--- config.mk ---
export PLATFORM = sky130hd
export DESIGN_NAME = mult_pipe
export DESIGN_NICKNAME = d
export VERILOG_FILES = /design/src/rtl/mult_pipe_pkg.sv /design/src/rtl/mult_tree_level.sv /design/src/rtl/mult_pipe.sv
export SDC_FILE = /design/constraint.sdc
export NUM_CORES = 2
export LEC_CHECK = 0
export BUFFER_PORTS_ARGS = -buffer_cell sky130_fd_sc_hd__buf_2
export CORE_ASPECT_RATIO = 0.6
export CORE_MARGIN = 3
export CORE_UTILIZATION = 30
export DETAILED_ROUTE_END_ITERATION = 8
export PLACE_DENSITY = 0.52
export SLEW_MARGIN = 20
export SYNTH_ARGS = -nofsm -noshare
export SYNTH_HDL_FRONTEND = slang
export SYNTH_SLANG_ARGS = --single-unit
--- constraint.sdc ---
create_clock -name clk -period 22.2 [get_ports clk]
set_input_delay 3.33 -clock clk [delete_from_list [all_inputs] [get_ports clk]]
set_output_delay 3.33 -clock clk [all_outputs]
set_load 0.01 [all_outputs]
--- src/rtl/mult_pipe_pkg.sv ---
// Shared constants and level-scheduling helpers for the pipelined multiplier.
package mult_pipe_pkg;

    localparam int unsigned MP_WIDTH  = 32;
    localparam int unsigned MP_STAGES = 3;
    localparam int unsigned MP_TAG_W  = 5;

    // Adder-tree levels evaluated in stage k; earlier stages take the remainder.
    function automatic int unsigned levels_in_stage(input int unsigned k,
                                                    input int unsigned levels,
                                                    input int unsigned stages);
        return (levels / stages) + ((k < (levels % stages)) ? 1 : 0);
    endfunction

    // Number of tree levels completed once stage k has been evaluated.
    function automatic int unsigned stage_end(input int unsigned k,
                                              input int unsigned levels,
                                              input int unsigned stages);
        int unsigned acc;
        acc = 0;
        for (int unsigned j = 0; j <= k; j++) begin
            acc += levels_in_stage(j, levels, stages);
        end
        return acc;
    endfunction

    // Non-final stage whose register sits at level boundary lvl, or stages if none.
    function automatic int unsigned boundary_stage(input int unsigned lvl,
                                                   input int unsigned levels,
                                                   input int unsigned stages);
        for (int unsigned k = 0; k + 1 < stages; k++) begin
            if (stage_end(k, levels, stages) == lvl) begin
                return k;
            end
        end
        return stages;
    endfunction

    // Node width at tree level lvl: leaves are width+1, each level adds 1 + shift.
    function automatic int unsigned node_w(input int unsigned width,
                                           input int unsigned lvl);
        return width + lvl + (32'd1 << lvl);
    endfunction

endpackage

--- src/rtl/mult_tree_level.sv ---
// One adder-tree level: sums adjacent node pairs, the odd node weighted by 2^SHIFT.
module mult_tree_level
    import mult_pipe_pkg::*;
#(
    parameter int unsigned N_IN  = 2,
    parameter int unsigned IN_W  = 9,
    parameter int unsigned SHIFT = 1
) (
    input  logic [N_IN*IN_W-1:0]                  in_i,
    output logic [(N_IN/2)*(IN_W+1+SHIFT)-1:0]    out_o
);

    localparam int unsigned N_OUT = N_IN / 2;
    localparam int unsigned OUT_W = IN_W + 1 + SHIFT;

    for (genvar j = 0; j < N_OUT; j++) begin : pair_g
        logic [IN_W-1:0] lo_w;
        logic [IN_W-1:0] hi_w;
        logic [IN_W:0]   sum_w;

        // Low SHIFT bits of the even node pass through; the rest is added to the odd node.
        always_comb begin
            lo_w  = in_i[(2*j)*IN_W +: IN_W];
            hi_w  = in_i[(2*j+1)*IN_W +: IN_W];
            sum_w = {1'b0, hi_w} + {{(SHIFT+1){1'b0}}, lo_w[IN_W-1:SHIFT]};
            out_o[j*OUT_W +: OUT_W] = {sum_w, lo_w[SHIFT-1:0]};
        end
    end

endmodule

--- src/rtl/mult_pipe.sv ---
// Pipelined signed/unsigned multiplier with valid/ready handshake, tag sideband and flush.
module mult_pipe
    import mult_pipe_pkg::*;
#(
    parameter int unsigned WIDTH  = MP_WIDTH,
    parameter int unsigned STAGES = MP_STAGES,
    parameter int unsigned TAG_W  = MP_TAG_W
) (
    input  logic               clk,
    input  logic               reset,
    input  logic               in_valid,
    output logic               in_ready,
    input  logic [WIDTH-1:0]   in_opr1,
    input  logic [WIDTH-1:0]   in_opr2,
    input  logic               in_unsigned,
    input  logic [TAG_W-1:0]   in_tag,
    input  logic               flush,
    output logic               out_valid,
    input  logic               out_ready,
    output logic [2*WIDTH-1:0] out_result,
    output logic [TAG_W-1:0]   out_tag
);

    localparam int unsigned LEVELS = $clog2(WIDTH);
    localparam int unsigned LW     = WIDTH + 1;
    localparam int unsigned PW     = 2 * WIDTH;
    localparam int unsigned FW     = node_w(WIDTH, LEVELS);

    logic [STAGES-1:0] v_q;
    logic [STAGES-1:0] neg_q;
    logic [TAG_W-1:0]  tag_q [STAGES];
    logic [STAGES-1:0] ld;
    logic [STAGES-1:0] src_v;
    logic [STAGES-1:0] src_neg;
    logic [TAG_W-1:0]  src_tag [STAGES];
    logic              accept;
    logic              neg_in;
    logic [LW-1:0]     mag1;
    logic [LW-1:0]     mag2;
    logic [WIDTH*LW-1:0] leaves;
    logic [FW-1:0]     mag_fin;
    logic [PW-1:0]     prod_d;
    logic [PW-1:0]     prod_q;
    logic              unused_bits;

    // Backward ready chain: a stage loads when empty or when its successor can take it.
    always_comb begin
        ld = '0;
        ld[STAGES-1] = !v_q[STAGES-1] || out_ready;
        for (int unsigned i = 1; i < STAGES; i++) begin
            ld[STAGES-1-i] = !v_q[STAGES-1-i] || ld[STAGES-i];
        end
        in_ready = ld[0] && !flush && !reset;
        accept   = in_valid && in_ready;
    end

    // Operand magnitudes (WIDTH+1 bits so the most negative value is exact) and partial products.
    always_comb begin
        mag1 = {1'b0, in_opr1};
        mag2 = {1'b0, in_opr2};
        if (!in_unsigned && in_opr1[WIDTH-1]) mag1 = -{1'b1, in_opr1};
        if (!in_unsigned && in_opr2[WIDTH-1]) mag2 = -{1'b1, in_opr2};
        neg_in = !in_unsigned && (in_opr1[WIDTH-1] ^ in_opr2[WIDTH-1]);
        leaves = '0;
        for (int unsigned i = 0; i < WIDTH; i++) begin
            leaves[i*LW +: LW] = mag1 & {LW{mag2[i]}};
        end
    end

    // Per-stage sources: stage 0 takes the new operation, stage k the content of stage k-1.
    always_comb begin
        src_v      = '0;
        src_neg    = '0;
        src_v[0]   = accept;
        src_neg[0] = neg_in;
        src_tag[0] = in_tag;
        for (int unsigned i = 1; i < STAGES; i++) begin
            src_v[i]   = v_q[i-1];
            src_neg[i] = neg_q[i-1];
            src_tag[i] = tag_q[i-1];
        end
    end

    // Tree levels; a pipeline register is inserted at each non-final stage boundary.
    for (genvar l = 0; l <= LEVELS; l++) begin : nd_g
        localparam int unsigned N  = WIDTH >> l;
        localparam int unsigned IW = node_w(WIDTH, l);
        localparam int unsigned BS = boundary_stage(l, LEVELS, STAGES);
        logic [N*IW-1:0] node;

        if (l == 0) begin : src_g
            assign node = leaves;
        end else if (BS < STAGES) begin : reg_g
            logic [N*IW-1:0] node_q;
            // Capture the partially reduced tree at the end of stage BS.
            always_ff @(posedge clk) begin
                if (ld[BS] && src_v[BS]) node_q <= nd_g[l-1].lv_g.y;
            end
            assign node = node_q;
        end else begin : thru_g
            assign node = nd_g[l-1].lv_g.y;
        end

        if (l < LEVELS) begin : lv_g
            localparam int unsigned OW = node_w(WIDTH, l + 1);
            logic [(N/2)*OW-1:0] y;
            mult_tree_level #(
                .N_IN (N),
                .IN_W (IW),
                .SHIFT(32'd1 << l)
            ) u_level (
                .in_i (node),
                .out_o(y)
            );
        end
    end

    // Sign fix-up in the last stage: negate the magnitude product when operand signs differ.
    always_comb begin
        mag_fin     = nd_g[LEVELS].node;
        prod_d      = src_neg[STAGES-1] ? -mag_fin[PW-1:0] : mag_fin[PW-1:0];
        unused_bits = ^{mag_fin[FW-1:PW], mag2[WIDTH], neg_q[STAGES-1]};
    end

    // Stage registers; sideband loads only with a valid source, flush/reset drop all valids.
    always_ff @(posedge clk) begin
        for (int unsigned i = 0; i < STAGES; i++) begin
            if (ld[i]) v_q[i] <= src_v[i];
            if (ld[i] && src_v[i]) begin
                neg_q[i] <= src_neg[i];
                tag_q[i] <= src_tag[i];
            end
        end
        if (ld[STAGES-1] && src_v[STAGES-1]) prod_q <= prod_d;
        if (reset || flush) v_q <= '0;
        if (reset) begin
            prod_q           <= '0;
            tag_q[STAGES-1]  <= '0;
        end
    end

    assign out_valid  = v_q[STAGES-1];
    assign out_result = prod_q;
    assign out_tag    = tag_q[STAGES-1];

endmodule

* Word level (Yosys, flattened, before mapping)
Memories as Yosys holds them, arrays and structs flattened. Index checks and enable logic that the tools add are counted.
Cells by class: bitwise operators 34, equality and inequality tests 0, $lt $le $gt $ge 0, divide/modulo/power cells 0, reductions and logical operators 19, $add $sub $neg 34, shift operators 0, multiply operators 0, multiplexer cells 12
Operators with widths (count):
- $and A33 B33 Y33 | 32
- $add A33 B32 Y34 | 15
- $add A35 B33 Y36 | 7
- $add A38 B34 Y39 | 3
- $mux W64 | 1
- $neg A64 Y64 | 1
- $add A48 B36 Y48 | 1
- $add A43 B35 Y44 | 1
- $add A40 B35 Y40 | 1
- $add A36 B34 Y36 | 1
- $add A34 B33 Y34 | 1
- $add A33 B32 Y33 | 1
- $mux W33 | 1
- $neg A33 Y33 | 1
- $mux W32 | 1
- $neg A32 Y32 | 1
- $logic_and A1 B1 Y1 | 9
- $mux W1 | 8
- $logic_not A1 Y1 | 6
- $mux W5 | 1
- $logic_or A1 B1 Y1 | 4
- $or A1 B1 Y1 | 1
- $xor A1 B1 Y1 | 1
Word-level totals: input bits 75, memories 1, register bits 471, output and inout bits 71, bits in latches 0, memory bits (read-only) 0, RAM bits 15, logic and storage cells 108
Memories:
- tag_q | depth 3, width 5, read ports 3, clocked after Yosys merged registers in 0, write ports 3, line mult_pipe.sv:31 | logic [TAG_W-1:0] tag_q [STAGES];

* Depth between registers and ports, before layout
depth after elaboration 10, depth in mapped cells 39, depth with buffers taken out 37

* Modules after synthesis
Synthesis repeated with hierarchy kept, for this count alone.
Unflattened totals: cell total of the unflattened synthesis 9733, area, all modules 75331.0 µm²
By module, submodules not included:
- mult_tree_level (nd_g[0].lv_g.u_level) | seq. area each 0.0 µm², area an instance 24907.6 µm², times used 1, cells each 3471
- mult_pipe | seq. area each 14053.5 µm², area an instance 22512.8 µm², times used 1, cells each 2336
- mult_tree_level (nd_g[1].lv_g.u_level) | seq. area each 0.0 µm², area an instance 13350.3 µm², times used 1, cells each 1873
- mult_tree_level (nd_g[2].lv_g.u_level) | seq. area each 0.0 µm², area an instance 7691.1 µm², times used 1, cells each 1081
- mult_tree_level (nd_g[3].lv_g.u_level) | seq. area each 0.0 µm², area an instance 4254.1 µm², times used 1, cells each 608
- mult_tree_level (nd_g[4].lv_g.u_level) | seq. area each 0.0 µm², area an instance 2615.0 µm², times used 1, cells each 364

* Worst setup path after synthesis
Ideal clock, no wire load.
path type input to register, start point in out_ready, end point reg nd_g[4].reg_g.node_q[0] (enable), library setup time 0.733 ns, path buffers 0, data required time 21.467 ns, data arrival time 11.101 ns, stages on the path 2, setup slack 10.366 ns, path through nor2b_1 a21boi_0
Between the ends: word-level cells in the longest chain between the ends 3
Ends and longest elaborated chain:
- from (decl) | line mult_pipe.sv:19 | input logic out_ready,
- $logic_or A1 B1 Y1 | line mult_pipe.sv:49 | ld[STAGES-1] = !v_q[STAGES-1] || out_ready;
- $logic_or A1 B1 Y1 | line mult_pipe.sv:51 | ld[STAGES-1-i] = !v_q[STAGES-1-i] || ld[STAGES-i];
- $logic_and A1 B1 Y1 | line mult_pipe.sv:97 | if (ld[BS] && src_v[BS]) node_q <= nd_g[l-1].lv_g.y;
- to (signal assigned) | line mult_pipe.sv:97
- to (decl) | line mult_pipe.sv:94 | logic [N*IW-1:0] node_q;
Every way passes these cells. A chain may end at the register's enable or synchronous reset.

* Final worst setup path
start point in in_opr2[0], end point reg nd_g[2].reg_g.node_q[300] (data pin)
Between the ends: word-level cells in the longest chain between the ends 5, elaborated cells on any way between the ends 9, those cells by class add/sub (4); mux (1); bitwise (4)
Ends and longest elaborated chain:
- from (decl) | line mult_pipe.sv:14 | input logic [WIDTH-1:0] in_opr2,
- $neg A32 Y32 (*) | line mult_pipe.sv:62 | if (!in_unsigned && in_opr2[WIDTH-1]) mag2 = -{1'b1, in_opr2};
- $mux W32 (*) | line mult_pipe.sv:62
- $and A33 B33 Y33 | line mult_pipe.sv:66 | leaves[i*LW +: LW] = mag1 & {LW{mag2[i]}};
- $add A33 B32 Y33 or $add A33 B32 Y34 (tied branches) | line mult_tree_level.sv:25 | sum_w = {1'b0, hi_w} + {{(SHIFT+1){1'b0}}, lo_w[IN_W-1:SHIFT]};
- $add A34 B33 Y34 (*) | line mult_tree_level.sv:25
- net nd_g[1].lv_g.u_level.out_o[300] | line mult_tree_level.sv:10 | output logic [(N_IN/2)*(IN_W+1+SHIFT)-1:0] out_o
- to (signal assigned) | line mult_pipe.sv:97
- to (decl) | line mult_pipe.sv:94
Mark *: on every way through the listed nets, which the timed path passes. The rest lies on a longest branch.

==> Implementation_results.wiki <==
{| class="wikitable"
! Metric !! Value
|-
| Placeable core region || 0.230 mm^2
|-
| Post-route DRC violation count || 0
|-
| Total routed wirelength || 247000 um
|-
| Port bufs || 145
|-
| Layout cells sized above 1 || 5.68%
|-
| Clk_lat worst skew || 0.68 ns
|-
| Number of H-tree branching levels || 2
|-
| Ratio of final minimum period to clock period || 53.4%
|-
| Cell count after synthesis || 8928
|-
| Root buffer selected by CTS || clkbuf_16
|-
| Number of buffers created by CTS || 54
|-
| Nature of the critical path startpoint || primary input
|-
| Number of enable flip-flop cells after synthesis || 414
|-
| Unrepaired setup endpoints after global routing || no
|-
| Count of synthesis-stage warnings from yosys || 0
|-
| Total congestion overflow || 0
|-
| Quantity of hold-fixing buffers added after cts || 0
|-
| Startpoint of the lowest-slack hold path || nd_g[2].node[154]$_DFFE_PP_
|-
| Setup slack of the most critical reg-to-reg path || 15.68 ns
|-
| Area added between synthesis and finish || 10.1%
|-
| Number of antenna violations at the first check in global routing || 26
|-
| Detailed-placement wirelength estimate || 199000 um
|-
| Post-synthesis instance area || 0.0696 mm^2
|-
| Cell Rows || 136
|-
| Total instance count after detailed placement || 12000
|-
| Worst Path Required || 22.62 ns
|-
| Post-layout nets || 10100
|-
| Clk pin slew, worst setup/hold paths || 0.07 ns
|-
| Slew Limit Fails || 0
|-
| Total setup violations reported at the end of the flow || 0
|-
| Biggest fanout along the worst timing path || 33
|-
| Primary FF master, synth || edfxtp_1
|-
| Deepest clock path buffer count || 3
|-
| Y dimension of the die || 379 um
|-
| Post-DRT Antenna Nets || 0
|-
| R2R Path Start || nd_g[2].node[114]$_DFFE_PP_
|-
| Post-synth ARST share || 0%
|-
| Setup fix buffers added after clock tree synthesis || 0
|-
| Min-Delay Path Depth || 0
|-
| CP max stage delay || 0.82 ns
|-
| Via-per-instance ratio || 5.45
|-
| Worst Tran Pin Value || 1.18 ns
|-
| Capturing point of the worst reg2reg path || nd_g[4].node[48]$_DFFE_PP_
|-
| Number of maximum-capacitance violations || 0
|-
| Flip-flop and latch count after synthesis || 486
|-
| Global-route wire length before repair || 370000 um
|-
| Overall die area || 0.238 mm^2
|-
| Hold endpoint || nd_g[4].node[54]$_DFFE_PP_
|-
| Final worst clock skew || 0.0236 ns
|-
| # resized after CTS || 0
|-
| Worst max-slew margin expressed relative to the limit || 21.1%
|-
| First-iteration detailed-routing DRC count || 6927
|-
| Final Non-Filler Cells || 12100
|-
| Pwr dens || 116 mW/mm^2
|-
| Maximum clock frequency || 84.4 MHz
|-
| Nature of the critical path endpoint || flop
|-
| Avg WL per Cell || 20.3 um
|-
| Min-delay worst type || flop to flop
|-
| Chip width || 628 um
|-
| Reg2Reg Depth || 23
|-
| Time the final worst path needs with I/O delays and setup || 11.85 ns
|-
| Worst IR drop on VDD || 0.0962 mV
|-
| Overall power || 8.86 mW
|-
| Mean post-synth cell area || 7.80 um^2
|-
| Combined global-route utilization of all metal layers || 20.1%
|-
| Crit-path most repeated cell || o21ai_0
|-
| Final hold violation count || 0
|-
| Router iterations before antenna repair || 7
|-
| TritonCTS clock tree || done
|-
| Run status || finished, final reports clean
|-
| Share of the yosys chip area belonging to registers || 19.9%
|-
| Leakage power || 34.6 nW
|-
| Setup TNS Final || 0 ns
|-
| Vias || 66100
|-
| Distinct cells, synth || 94
|-
| Final Wtd Congestion || 0.935
|-
| Clock sink count || 486
|-
| Total I/O pin count || 146
|-
| Starting utilization of the core area || 30.3%
|-
| Slowest cell on the critical path || a2111oi_0
|-
| Pin count of the biggest net entering global routing || 140
|-
| Arrival time worst endpoint || 12.26 ns
|-
| Via count of the first global-routing pass || 60400
|-
| CP Class || primary input to flop
|}
per-layer routing:
layer / vias up / track usage, % / share of wire (%)
li1: 32400 / - / -
met1: 31200 / 32.8 / 53
met2: 2368 / 26.3 / 36
met3: 204 / 3.74 / 9.4
met4: 2 / 4.03 / 2.0
met5: - / 0 / 0.0053
layout by cell type, fill, tap and decap left out, types with 33 or more instances in the layout:
cell type     n
xnor2_2      33
and3_1       94
o21bai_1    137
inv_1       345
or3_1        56
clkbuf_16    55
nor2_1     1650
buf_4        97
nand2_1     434
o21ai_0     448
nand3_1     175
nor2b_1     112
dfxtp_1      72
o211ai_1     41
nand2b_1    125
a211oi_1    115
xor2_1      278
nor3_1      169
ha_1       1021
a21oi_1     841
buf_2       145
nand4_1      60
a31oi_1      82
xnor2_1     655
and2_1       55
a21o_1      428
o21a_1      143
edfxtp_1    414
or2_2        51
a21boi_0     42
o31ai_1      48
sequential cells by signal, summed over array words and instances (netlist names):
register and count:
v_q 3, nd_g.node 402, neg_q 2, tag_q 15, out_result 64
where the power goes:
group | total, mW | switching (mW) | internal (mW)
combinational | 6.37 | 3.91 | 2.47
clock | 0.973 | 0.431 | 0.543
sequential | 1.51 | 0.102 | 1.41
total | 8.86 | 4.44 | 4.42
area by class of cell:
class,count,area [um^2]
flip-flops and latches,486,13900
diodes,8,20.0
multi-input cells,7856,54100
repair buffers,245,1520
clock inverters,36,447
clock buffers,64,1410
fillers,24100,153000
inverters,345,1290
well taps,3105,3880
synth_stat cells, types with 14 or more instances:
cell	instances	area [um^2]
clkbuf_1	262	983
or4_1	19	143
fa_1	31	621
o22ai_1	14	87.6
o211ai_1	41	308
a31o_2	27	236
o2111ai_1	20	175
inv_1	345	1290
a21o_1	428	3210
a211o_1	25	219
xor2_1	305	2670
a21oi_1	843	4220
a211oi_1	115	863
o31ai_1	48	360
nor4_1	20	125
a221oi_1	14	123
nand4_1	60	375
nor3b_1	15	113
nand3_1	175	876
o41ai_1	30	263
nor2_1	1650	6190
or2_2	51	319
a21boi_0	43	323
nand2b_1	125	782
and4_1	16	140
xnor2_1	688	6030
o21bai_1	137	1030
a31oi_1	82	513
and2_1	56	350
and3_1	94	588
ha_1	1021	12800
nor2b_1	115	719
or3_1	56	350
o21a_1	143	1070
dfxtp_1	72	1440
a311oi_1	16	140
o21ai_0	448	2240
nor3_1	169	846
nand2_1	434	1630
edfxtp_1	414	12400
a2111oi_0	17	149
critical path: cells and delay by family:
kind	cells	cell delay [ns]
compound gates	17	4.53
buf+inv	4	0.82
xor+xnor	3	0.30
fa+ha+maj	3	1.07
simple gates	8	2.20
how the worst max path moves through the flow:
stage | to | from | slack, ns | cells past startpoint
after floorplan | nd_g[4].node[0]$_DFFE_PP_ | out_ready | 10.37 | 2
after global placement | nd_g[2].node[300]$_DFFE_PP_ | in_opr2[0] | 9.46 | 32
after CTS | nd_g[2].node[300]$_DFFE_PP_ | in_opr2[0] | 10.31 | 32
final | nd_g[2].node[300]$_DFFE_PP_ | in_opr2[0] | 10.35 | 35
after global routing | nd_g[2].node[300]$_DFFE_PP_ | in_opr2[0] | 9.42 | 37
after detailed placement | nd_g[2].node[300]$_DFFE_PP_ | in_opr2[0] | 9.58 | 32
metrics by stage:
| step | util [%] | hold WS (ns) | cell area [um^2] | setup slack (ns) |
|---|---|---|---|---|
| 2_1_floorplan | - | 0.400 | 69700 | 10.37 |
| 3_3_place_gp | 32.5 | 0.401 | 74700 | 9.46 |
| 3_5_place_dp | 32.5 | 0.405 | 74700 | 9.58 |
| 4_1_cts | 33.3 | 0.411 | 76600 | 10.31 |
| 5_1_grt | 33.3 | 0.418 | 76600 | 9.42 |
| 6_report | 33.3 | 0.408 | 76600 | 10.35 |
cells by family after synthesis:
logic type / count (synthesis) / share of synthesized area (%)
AO/OA/AOI/OAI: 2657 / 24.6
XOR/XNOR: 993 / 12.5
adder cells (fa/ha/maj): 1052 / 19.2
buffers and inverters: 617 / 3.35
flip-flops: 486 / 19.9
multiplexers: 12 / 0.174
other: 1 / 0.00539
AND/OR/NAND/NOR: 3110 / 20.2
No activity file was read; power rests on OpenSTA's default activity.
